--- src/rtl/spi_pkg.sv ---
// Shared types and constants for the byte-wide SPI mode-0 master.
package spi_pkg;

  localparam int unsigned SPI_BITS  = 8;
  localparam logic        MOSI_IDLE = 1'b1;

  typedef enum logic [1:0] {
    IDLE,
    LOW,
    HIGH
  } state_t;

endpackage

--- src/rtl/spi_byte_shifter_if.sv ---
// Host-side byte handshake plus SPI wire signals of the byte shifter.
// The master modport is the shifter's view; slave is the port logic / device side.
interface spi_byte_shifter_if #(
  parameter int unsigned DIV_W = 4
);
  import spi_pkg::*;

  logic [DIV_W-1:0]    iClkDiv;
  logic                iSend;
  logic [SPI_BITS-1:0] iData;
  logic [SPI_BITS-1:0] oData;
  logic                oAvail;
  logic                oTaken;
  logic                oBusy;
  logic                oMosi;
  logic                iMiso;
  logic                oSck;

  modport master (
    input  iClkDiv, iSend, iData, iMiso,
    output oData, oAvail, oTaken, oBusy, oMosi, oSck
  );

  modport slave (
    output iClkDiv, iSend, iData, iMiso,
    input  oData, oAvail, oTaken, oBusy, oMosi, oSck
  );

endinterface

--- src/rtl/spi_half_tick.sv ---
// Loadable down-counter timing one SCK half-period; tick marks the last cycle.
module spi_half_tick #(
  parameter int unsigned W = 4
) (
  input  logic         clk,
  input  logic         rst,
  input  logic         en,
  input  logic         load,
  input  logic [W-1:0] period,
  output logic         tick
);

  logic [W-1:0] cnt;

  assign tick = en && (cnt == '0);

  // Count down while enabled; reload on explicit load or on reaching zero.
  always_ff @(posedge clk) begin
    if (rst) begin
      cnt <= '0;
    end else if (load) begin
      cnt <= period;
    end else if (en) begin
      cnt <= tick ? period : cnt - 1'b1;
    end
  end

endmodule

--- src/rtl/spi_byte_shifter.sv ---
// Byte-wide SPI mode-0 master (CPOL=0, CPHA=0, MSB first) with a one-byte
// holding register for gap-free back-to-back transfers.
module spi_byte_shifter
  import spi_pkg::*;
#(
  parameter int unsigned DIV_W = 4
) (
  input  logic              iClk,
  input  logic              iRst,
  spi_byte_shifter_if.master bus
);

  localparam int unsigned BIT_W = $clog2(SPI_BITS);

  state_t              state, state_next;
  logic [SPI_BITS-1:0] hold, hold_next;
  logic                hold_vld, hold_vld_next;
  logic [SPI_BITS-1:0] shift, shift_next;
  logic [SPI_BITS-1:0] rx, rx_next;
  logic [BIT_W-1:0]    bitcnt, bitcnt_next;
  logic [DIV_W-1:0]    div, div_next;
  logic                sck, sck_next;
  logic                mosi, mosi_next;
  logic [SPI_BITS-1:0] data, data_next;
  logic                avail, avail_next;
  logic                taken, taken_next;
  logic                busy, busy_next;
  logic                load;
  logic                en;
  logic                tick;
  logic [DIV_W-1:0]    period;

  spi_half_tick #(.W(DIV_W)) u_half_tick (
    .clk    (iClk),
    .rst    (iRst),
    .en     (en),
    .load   (load),
    .period (period),
    .tick   (tick)
  );

  // Next-state, datapath and strobe decode.
  always_comb begin
    state_next    = state;
    hold_next     = hold;
    hold_vld_next = hold_vld;
    shift_next    = shift;
    rx_next       = rx;
    bitcnt_next   = bitcnt;
    div_next      = div;
    sck_next      = sck;
    mosi_next     = mosi;
    data_next     = data;
    avail_next    = 1'b0;
    taken_next    = 1'b0;
    load          = 1'b0;
    en            = 1'b0;

    case (state)
      IDLE: begin
        sck_next  = 1'b0;
        mosi_next = MOSI_IDLE;
        load      = hold_vld;
      end
      LOW: begin
        en = 1'b1;
        if (tick) begin
          sck_next   = 1'b1;
          rx_next    = {rx[SPI_BITS-2:0], bus.iMiso};
          state_next = HIGH;
        end
      end
      HIGH: begin
        en = 1'b1;
        if (tick) begin
          sck_next = 1'b0;
          if (bitcnt != '0) begin
            shift_next  = shift << 1;
            mosi_next   = shift[SPI_BITS-2];
            bitcnt_next = bitcnt - 1'b1;
            state_next  = LOW;
          end else begin
            data_next  = rx;
            avail_next = 1'b1;
            mosi_next  = MOSI_IDLE;
            state_next = IDLE;
            load       = hold_vld;
          end
        end
      end
      default: state_next = IDLE;
    endcase

    // A load overrides the phase decode above; it also covers the
    // byte-done cycle so the next byte starts without an idle gap.
    if (load) begin
      shift_next    = hold;
      hold_vld_next = 1'b0;
      div_next      = bus.iClkDiv;
      bitcnt_next   = BIT_W'(SPI_BITS - 1);
      mosi_next     = hold[SPI_BITS-1];
      taken_next    = 1'b1;
      state_next    = LOW;
    end

    if (!hold_vld && bus.iSend) begin
      hold_next     = bus.iData;
      hold_vld_next = 1'b1;
    end

    // Current state is included so busy stays up through the byte-done
    // cycle and drops one cycle after the final oAvail.
    busy_next = hold_vld_next || (state != IDLE) || (state_next != IDLE);
  end

  assign period = load ? bus.iClkDiv : div;

  // State and output registers.
  always_ff @(posedge iClk) begin
    if (iRst) begin
      state    <= IDLE;
      hold     <= '0;
      hold_vld <= 1'b0;
      shift    <= '0;
      rx       <= '0;
      bitcnt   <= '0;
      div      <= '0;
      sck      <= 1'b0;
      mosi     <= MOSI_IDLE;
      data     <= '0;
      avail    <= 1'b0;
      taken    <= 1'b0;
      busy     <= 1'b0;
    end else begin
      state    <= state_next;
      hold     <= hold_next;
      hold_vld <= hold_vld_next;
      shift    <= shift_next;
      rx       <= rx_next;
      bitcnt   <= bitcnt_next;
      div      <= div_next;
      sck      <= sck_next;
      mosi     <= mosi_next;
      data     <= data_next;
      avail    <= avail_next;
      taken    <= taken_next;
      busy     <= busy_next;
    end
  end

  assign bus.oSck   = sck;
  assign bus.oMosi  = mosi;
  assign bus.oData  = data;
  assign bus.oAvail = avail;
  assign bus.oTaken = taken;
  assign bus.oBusy  = busy;

endmodule

--- src/flat_wrapper.sv ---
// flat-port wrapper written by rule: the top's interface ports become plain ports
module spi_byte_shifter_flat import spi_pkg::*;
#(
  parameter int unsigned DIV_W = 4
)
  (iClk, iRst, bus_iClkDiv, bus_iSend, bus_iData, bus_iMiso, bus_oData, bus_oAvail, bus_oTaken, bus_oBusy, bus_oMosi, bus_oSck);
  spi_byte_shifter_if #(.DIV_W(DIV_W)) bus_i ();
  input  logic iClk;
  input  logic iRst;
  input wire logic [$bits(bus_i.iClkDiv)-1:0] bus_iClkDiv;
  input wire logic [$bits(bus_i.iSend)-1:0] bus_iSend;
  input wire logic [$bits(bus_i.iData)-1:0] bus_iData;
  input wire logic [$bits(bus_i.iMiso)-1:0] bus_iMiso;
  output wire logic [$bits(bus_i.oData)-1:0] bus_oData;
  output wire logic [$bits(bus_i.oAvail)-1:0] bus_oAvail;
  output wire logic [$bits(bus_i.oTaken)-1:0] bus_oTaken;
  output wire logic [$bits(bus_i.oBusy)-1:0] bus_oBusy;
  output wire logic [$bits(bus_i.oMosi)-1:0] bus_oMosi;
  output wire logic [$bits(bus_i.oSck)-1:0] bus_oSck;
  assign bus_i.iClkDiv = bus_iClkDiv;
  assign bus_i.iSend = bus_iSend;
  assign bus_i.iData = bus_iData;
  assign bus_i.iMiso = bus_iMiso;
  assign bus_oData = bus_i.oData;
  assign bus_oAvail = bus_i.oAvail;
  assign bus_oTaken = bus_i.oTaken;
  assign bus_oBusy = bus_i.oBusy;
  assign bus_oMosi = bus_i.oMosi;
  assign bus_oSck = bus_i.oSck;
  spi_byte_shifter #(.DIV_W(DIV_W)) u_core (.iClk(iClk), .iRst(iRst), .bus(bus_i));
endmodule
--- config.mk ---
export PLATFORM = sky130hd
export DESIGN_NAME = spi_byte_shifter_flat
export DESIGN_NICKNAME = d
export VERILOG_FILES = /design/src/rtl/spi_pkg.sv /design/src/rtl/spi_byte_shifter_if.sv /design/src/rtl/spi_half_tick.sv /design/src/rtl/spi_byte_shifter.sv /design/src/flat_wrapper.sv
export SDC_FILE = /design/constraint.sdc
export NUM_CORES = 1
export LEC_CHECK = 0
export CAP_MARGIN = 20
export CORE_MARGIN = 2
export CORE_UTILIZATION = 51
export CTS_CLUSTER_SIZE = 24
export DETAILED_ROUTE_END_ITERATION = 6
export DONT_BUFFER_PORTS = 1
export PLACE_DENSITY = 0.66
export SYNTH_ARGS = -nofsm -noshare
export SYNTH_HDL_FRONTEND = slang
export SYNTH_SLANG_ARGS = --single-unit
export TNS_END_PERCENT = 30
--- constraint.sdc ---
create_clock -name iClk -period 2.45 [get_ports iClk]
set_clock_uncertainty 0.1 [all_clocks]
set_input_delay 0.245 -clock iClk [delete_from_list [all_inputs] [get_ports iClk]]
set_output_delay 0.245 -clock iClk [all_outputs]
set_load 0.005 [all_outputs]
Word level (Yosys, flattened, before mapping) --
Cells that the tools add are included.
Storage, ports and cells: register bits after elaboration 50, input port bits 16, output and inout port bits 13
Operators by class: add/sub/neg operators 2, equal/unequal tests 5, mux-type cells 32, bitwise gates (word level) 3, reduce and logical (&&, ||, !) cells 23
Operators by type and width (count):
- 2-to-1 mux 7 bit | 4
- 2-to-1 mux 4 bit | 4
- 2-to-1 mux 1 bit | 13
- 2-to-1 mux 3 bit | 4
- nonzero test 2 bit | 6
- AND reduction 3 bit | 3
- nonzero test 3 bit | 3
- 2-to-1 mux 2 bit | 3
- one-hot mux 2 bit (3 select lines) | 1
- logical NOT 4 bit | 1
- inequality test 2 bit (second input constant) | 2
- one-hot mux 1 bit (2 select lines) | 2
- AND reduction 2 bit | 2
- subtractor 4 x 1 -> 4 bit (second input constant) | 1
- inequality test 3 x 2 -> 1 bit (second input constant) | 1
- inverter 1 bit | 3
- one-hot mux 1 bit (3 select lines) | 1
- OR reduction 3 bit | 1
- subtractor 3 x 1 -> 3 bit (second input constant) | 1
- equality test 2 x 1 -> 1 bit (second input constant) | 1
- equality test 2 bit (second input constant) | 1
- logical AND 1 bit | 2
- logical NOT 2 bit | 1
- logical OR 1 bit | 2
- 2 further kinds | 2

Depth between registers and ports, before layout --
Gate-level depths: netlist of the first run.
depth in word-level cells 10, mapped depth 8

Modules after synthesis --
From an unflattened synthesis of the first run, not the netlist that was laid out.
Unflattened totals: cell total of the unflattened synthesis 238, area, all modules 2239.6 um^2
Modules (own cells, without submodules):
- spi_byte_shifter | instances 1, cells each 205, area each 1955.6 um^2, seq. area each 920.9 um^2
- spi_half_tick | instances 1, cells each 33, area each 284.0 um^2, seq. area each 80.1 um^2

Worst setup path before layout of the first run --
Ideal clock, no wire load.
path kind reg-to-reg, from register u_core.state[0], to register u_core.shift[1], setup time 0.137 ns, arrival time 1.661 ns, data required time 2.213 ns, path slack 0.552 ns, cell stages (with the launch flop) 8, path through dfxtp_1 > inv_1 > ha_1 > nor4bb_4 > buf_6 > a21boi_4 > clkbuf_1 > a211oi_1
Between the ends: longest elaborated chain between the ends 8, elaborated cells on any way between the ends 13
Ends and longest elaborated chain:
- start, declared | RTL line spi_byte_shifter.sv:15 | state_t state, state_next;
- start signal, assigned | RTL line spi_byte_shifter.sv:135 | state <= state_next;
- equality test 2 x 1 -> 1 bit or equality test 2 bit (tied branches) | RTL line spi_byte_shifter.sv:59 | case (state)
- OR reduction 2 bit (no line)
- 2-to-1 mux 1 bit | RTL line spi_byte_shifter.sv:59
- logical AND 1 bit | RTL line spi_half_tick.sv:15 | assign tick = en && (cnt == '0);
- 2-to-1 mux 1 bit | RTL line spi_byte_shifter.sv:75 | if (tick) begin
- one-hot mux 1 bit (2 select lines) | RTL line spi_byte_shifter.sv:59
- nonzero test 2 bit (no line)
- AND reduction 3 bit (no line)
- end signal, assigned | RTL line spi_byte_shifter.sv:138 | shift <= shift_next;
- end, declared | RTL line spi_byte_shifter.sv:18 | logic [SPI_BITS-1:0] shift, shift_next;
Parallel ways exist; a longest one is shown, timed or not. A chain may end at the register's enable or synchronous reset.

Worst setup path after layout of the first run --
from register u_core.state[1], to register u_core.u_half_tick.cnt[0]
Between the ends: longest elaborated chain between the ends 10, elaborated cells on any way between the ends 13
Ends and longest elaborated chain:
- equality test 2 x 1 -> 1 bit or equality test 2 bit (tied branches) | RTL line spi_byte_shifter.sv:59
- OR reduction 2 bit (no line)
- 2-to-1 mux 1 bit | RTL line spi_byte_shifter.sv:59
- logical AND 1 bit | RTL line spi_half_tick.sv:15
- 2-to-1 mux 1 bit | RTL line spi_byte_shifter.sv:75
- one-hot mux 1 bit (2 select lines) | RTL line spi_byte_shifter.sv:59
- 2-to-1 mux 4 bit
- 2-to-1 mux 4 bit | RTL line spi_half_tick.sv:24 | cnt <= tick ? period : cnt - 1'b1;
- 2-to-1 mux 4 bit | RTL line spi_half_tick.sv:23 | end else if (en) begin
- 2-to-1 mux 4 bit | RTL line spi_half_tick.sv:21 | end else if (load) begin
- end signal, assigned | RTL line spi_half_tick.sv:22 | cnt <= period;
- end signal, assigned | RTL line spi_half_tick.sv:24
- end, declared | RTL line spi_half_tick.sv:13 | logic [W-1:0] cnt;
Parallel ways exist; a longest one is shown, timed or not. The select of a mux whose other input is x is not followed.

==> impl_metrics.json, run 1 <==
{
  "synth_warnings": 0,
  "path_cells": "inv_1 -> ha_1 -> nand4bb_1 -> o21ai_4 -> nand2_1 -> a311oi_1",
  "finalSetupViolCount": 0,
  "vias": 1727,
  "layout.cells.non_filler": 310,
  "drt_iter0_markers": 111,
  "htreeDepth": 2,
  "finalCriticalPeriod_ns": 2.23,
  "synth-edff-count": 0,
  "slew_viol_final": 0,
  "drc": 0,
  "synth_compound_area_share_pct": 15.7,
  "synth.yosys.seq_area_share_pct": 44.5,
  "ys_types": 44,
  "vias_per_cell": 5.57,
  "ioPinCount": 29,
  "cap_violations": 0,
  "synthAdderAreaFrac_pct": 4.45,
  "numCtsBuffers": 5,
  "tightest_slew_ns": 0.408,
  "clockBufferDepth": 2,
  "vdd_drop_max_mv": 0.404,
  "grt_first_pass_wirelength_um": 7650,
  "grt_overflow": 0,
  "ys_seq_elements": 50,
  "die_h_um": 70.4,
  "grt_pass1_vias": 1671,
  "ff2ff_path_depth": 6,
  "clockRootBuffer": "clkbuf_8",
  "path_clk_slew_ns": 0.09,
  "grt_usage_pct": 19.2,
  "rrSetupSlack_ns": 0.22,
  "area_growth_pct": 12.5,
  "r2r_start": "u_core.state[1]",
  "cts_num_sinks": 50,
  "rows": 24,
  "cts_tree": "done",
  "n_fill_cell": 397,
  "dieArea_um2": 4960,
  "fp.coreArea_um2": 4290,
  "antenna_found_initial": 0,
  "holdPathEnd": "u_core.hold[0]",
  "gp_congestion": 0.765,
  "p_leak_nw": 1.06,
  "port_buffers": 0,
  "synth_ff_type": "dfxtp_1",
  "worstReg2RegEnd": "u_core.u_half_tick.cnt[0]",
  "critical_path_arrival_ns": 2.34,
  "startpoint_type": "register",
  "cts_hold_buffers": 11,
  "hp-start": "bus_iData[0]",
  "hold_ws_ns": 0.000499,
  "min_period_over_period_pct": 90.9,
  "synthesis.nets": 269,
  "die_w_um": 70.4,
  "synth_area_per_cell_um2": 9.18,
  "required_ns": 2.56,
  "hold_path.class": "in -> reg",
  "critPathKind": "reg -> reg",
  "initial_core_util_pct": 52.4,
  "fmax_ghz": 0.449,
  "syn-instance-count": 245,
  "hpwlAfterDp_um": 2930,
  "fin_nets": 281,
  "wirelength_um": 4390,
  "fin_tns_setup_ns": 0,
  "drtPass1Iterations": 4,
  "end_kind": "register",
  "fin_util_pct": 58.9,
  "worstPathMaxFanout": 8,
  "clk_latency_ns": 0.30,
  "rsz0062_at_grt": "no",
  "layout_common_cells": "dfxtp_1 (50), nor2_1 (28), nand2_1 (24), a21oi_1 (24), mux2i_1 (23)",
  "synth_top_family_by_area": "simple AND/OR/NAND/NOR gates",
  "grt_max_degree": 48,
  "wl_per_cell_um": 14.2,
  "post_cts_buffers": 0,
  "layout-drive-gt1-share_pct": 9.30,
  "slowest_delay_ns": 0.42,
  "hold_viol": 0,
  "synth.cell_area_um2": 2250,
  "final_antenna_net_count": 0,
  "num_antenna_cells": 0,
  "status": "complete, no violations",
  "slew_headroom_pct": 72.8,
  "powerDensity_nw_per_um2": 714,
  "cp_slowest_cell": "o21ai_4",
  "async_reset_ff_share_pct": 0,
  "dp.cells": 290,
  "muxShareOfSynthArea_pct": 10.2,
  "synthSimpleGateAreaFrac_pct": 19.4,
  "synth_xor_area_share_pct": 0.779,
  "cts_resized": 0,
  "worstHoldPathCells": 2,
  "mostFrequentLayoutCell": "dfxtp_1"
}
synth_stat cells, types with 2 or more instances:
library cell / count / area, um^2
a211oi_1: 7 / 52.6
a21oi_1: 24 / 120
a31oi_1: 4 / 25.0
and3_1: 3 / 18.8
buf_2: 4 / 20.0
buf_6: 2 / 22.5
clkbuf_1: 8 / 30.0
dfxtp_1: 50 / 1000
ha_1: 8 / 100
inv_1: 8 / 30.0
mux2i_1: 23 / 230
nand2_1: 24 / 90.1
nand2b_1: 2 / 12.5
nand3_1: 11 / 55.1
nand4b_1: 3 / 26.3
nor2_1: 28 / 105
nor3_1: 2 / 10.0
o21ai_0: 8 / 40.0
flip-flops by register name, indices dropped and copies added, names as in the netlist:
| register | flops |
|---|---|
| u_core.u_half_tick.cnt | 4 |
| u_core.hold_vld | 1 |
| u_core.div | 4 |
| u_core.shift | 7 |
| u_core.bus.oSck | 1 |
| u_core.hold | 8 |
| u_core.bus.oMosi | 1 |
| u_core.state | 2 |
| u_core.bus.oBusy | 1 |
| u_core.bus.oAvail | 1 |
| u_core.bus.oData | 8 |
| u_core.rx | 8 |
| u_core.bitcnt | 3 |
| u_core.bus.oTaken | 1 |
cell families after synthesis:
| family | after synthesis |
|---|---|
| AOI/OAI and AO/OA | 54 |
| xor gates and xnor gates | 2 |
| DFF | 50 |
| muxes | 23 |
| adders and majority gates | 8 |
| buffers and inverters | 23 |
| and+or+nand+nor | 85 |
metrics by stage:
step,worst slack [ns],instance area (um^2),power [mW]
6_report,0.223,2530,1.81
5_1_grt,0.0182,2530,1.89
4_1_cts,0.204,2520,1.81
3_5_place_dp,0.243,2290,1.22
3_3_place_gp,0.273,2290,1.22
2_1_floorplan,0.552,2250,1.17
routing by layer:
layer,up-vias,GRT usage [%],wire [um]
met1,810,25.1,2210
met4,0,5.77,57
met3,6,5.05,178
met2,25,30.9,1940
met5,-,0,0
li1,886,-,-
area by class of cell:
class | instances | area, um^2 | share of cell area, %
multi-input combinational | 172 | 1140 | 45.0
tap | 52 | 65.1 | 2.57
clock buffer | 7 | 76.3 | 3.02
clock inverter | 1 | 30.0 | 1.19
inverter | 8 | 30.0 | 1.19
timing repair buffer | 20 | 190 | 7.52
sequential | 50 | 1000 | 39.6
worst max-delay path by stage:
stage,cells after the start,slack [ns],to,startpoint
floorplan,7,0.55,u_core.shift[1],u_core.state[0]
global placement,6,0.27,u_core.u_half_tick.cnt[0],u_core.state[0]
detailed placement,8,0.24,u_core.shift[5],u_core.state[0]
CTS,8,0.20,u_core.shift[5],u_core.state[0]
global route,8,0.02,u_core.shift[2],u_core.state[0]
finish,6,0.22,u_core.u_half_tick.cnt[0],u_core.state[1]
critical path: cells and delay by family, from the launching register on:
family,cells,cell delay (ns)
compound gates,2,0.67
buf+inv,1,0.08
flops,1,0.41
fa+ha+maj,1,0.40
simple gates,2,0.48
power by group:
group / internal (mW) / switching [mW] / total, mW
Clock: 0.306 / 0.262 / 0.568
Combinational: 0.148 / 0.175 / 0.324
Sequential: 0.866 / 0.0476 / 0.914
Power figures use the tool's default switching activity.
==> run 2: changes to the inputs <==
--- a/config.mk
+++ b/config.mk
@@ -6,6 +6,7 @@
 export NUM_CORES = 1
 export LEC_CHECK = 0
 export CAP_MARGIN = 20
+export CORE_ASPECT_RATIO = 1.1
 export CORE_MARGIN = 2
 export CORE_UTILIZATION = 51
 export CTS_CLUSTER_SIZE = 24
==> run 2 against run 1 <==
- cell count fell by 0.32%
- sequential share of layout area is 0.62 points higher
- maximum frequency decreased by 2.9%
- clock power down 20%
- combinational power is 2% lower
- critical path type unchanged
- largest cell class unchanged
- largest power group unchanged
- highest routed layer unchanged
==> impl_metrics.json, run 2 (same netlist as run 1, synthesis figures left out) <==
{
  "multi_input_comb_area_um2": 1140,
  "wl_per_cell_um": 13.9,
  "hpwlAfterDp_um": 2880,
  "slew_viol_final": 0,
  "fin_nets": 279,
  "grt_overflow": 0,
  "grt_pass1_vias": 1614,
  "grt_usage_pct": 19.3,
  "antenna_found_initial": 0,
  "ioPinCount": 29,
  "powerDensity_nw_per_um2": 675,
  "hold_path.class": "in -> reg",
  "end_kind": "register",
  "cts_num_sinks": 50,
  "finalSetupViolCount": 0,
  "num_antenna_cells": 0,
  "regArea_um2": 1000,
  "area_growth_pct": 10.8,
  "r2r_start": "u_core.state[1]",
  "drt_iter0_markers": 130,
  "hp-start": "bus_iClkDiv[3]",
  "fin_util_pct": 58.6,
  "mostFrequentLayoutCell": "dfxtp_1",
  "p_leak_nw": 1.04,
  "rows": 25,
  "vias": 1691,
  "die_h_um": 73.6,
  "fp.coreArea_um2": 4250,
  "clk_latency_ns": 0.29,
  "grt_first_pass_wirelength_um": 7260,
  "drc": 0,
  "n_fill_cell": 402,
  "final_antenna_net_count": 0,
  "clkPwrFrac_pct": 26.9,
  "pwr-share-seq_pct": 54.2,
  "cts_tree": "done",
  "port_buffers": 0,
  "wirelength_um": 4300,
  "initial_core_util_pct": 52.9,
  "slew_headroom_pct": 57.6,
  "clockBufferDepth": 2,
  "min_period_over_period_pct": 93.6,
  "switchingPower_mw": 0.475,
  "dp_slack_ns": 0.192,
  "drtPass1Iterations": 4,
  "numCtsBuffers": 5,
  "layout_common_cells": "dfxtp_1 (50), nor2_1 (28), nand2_1 (24), a21oi_1 (24), mux2i_1 (23)",
  "path_clk_slew_ns": 0.09,
  "finalCriticalPeriod_ns": 2.29,
  "vias_per_cell": 5.47,
  "worstPathMaxFanout": 8,
  "post_cts_buffers": 0,
  "tightest_slew_ns": 0.634,
  "grt_max_degree": 49,
  "clockRootBuffer": "clkbuf_8",
  "cts_hold_buffers": 12,
  "switching_share_pct": 28.2,
  "setup_slack_ns": 0.156,
  "cap_violations": 0,
  "dieArea_um2": 4960,
  "cts_resized": 0,
  "gp_congestion": 0.774,
  "total_power_mw": 1.68,
  "required_ns": 2.56,
  "critPathKind": "reg -> reg",
  "htreeDepth": 2,
  "layout-drive-gt1-share_pct": 8.63,
  "crit_start": "u_core.state[1]",
  "hold_viol": 0,
  "fmax_ghz": 0.436,
  "status": "complete, no violations",
  "power_frac_comb_pct": 18.9,
  "critical_path_arrival_ns": 2.40,
  "die_w_um": 67.3,
  "rsz0062_at_grt": "no",
  "internal_power_mw": 1.21,
  "vdd_drop_max_mv": 0.492,
  "startpoint_type": "register",
  "fin_tns_setup_ns": 0
}
[run 2: path summary, 6_finish.rpt]
kind	to	slack [ns]	cells after the start
min	u_core.div[3]	0.01	2
max	u_core.u_half_tick.cnt[0]	0.16	7
min reg2reg	u_core.div[2]	0.35	2
max reg2reg	u_core.u_half_tick.cnt[0]	0.16	7
[run 2: routing by layer]
metal	track usage, %	routed length, um	vias up
met1	25.0	2140	779
met5	0	0	-
met2	31.1	1950	25
met4	6.12	51	0
li1	-	-	882
met3	5.21	163	5
[run 2: layout make-up]
type	count	share of cell area [%]
clock buffer	6	2.91
tap	54	2.71
sequential	50	40.2
inverter	8	1.21
multi-input combinational	172	45.7
timing repair buffer	18	7.03
clock inverter	1	0.301
[run 2: power by group through the flow]
stage | clock [mW] | sequential (mW) | combinational (mW)
floorplan | 0 | 0.919 | 0.251
global placement | 0 | 0.930 | 0.284
detailed placement | 0 | 0.931 | 0.288
CTS | 0.467 | 0.912 | 0.318
global route | 0.491 | 0.921 | 0.356
finish | 0.452 | 0.912 | 0.317
[run 2: per-stage QoR]
stage	instance area [um^2]	cells	hold slack, ns
floorplan	2250	245	0.285
detailed placement	2280	290	0.221
global route	2490	309	0.0116
global placement	2280	290	0.221
CTS	2490	309	0.00168
finish	2490	309	0.00985
[run 2: worst max-delay path, cell delays in order (launching register included)]
cell and delay [ns]:
dfxtp_1 0.42, inv_1 0.09, ha_1 0.30, buf_4 0.14, nand4bb_1 0.35, o21ai_4 0.41
nand2_1 0.14, a311oi_1 0.26
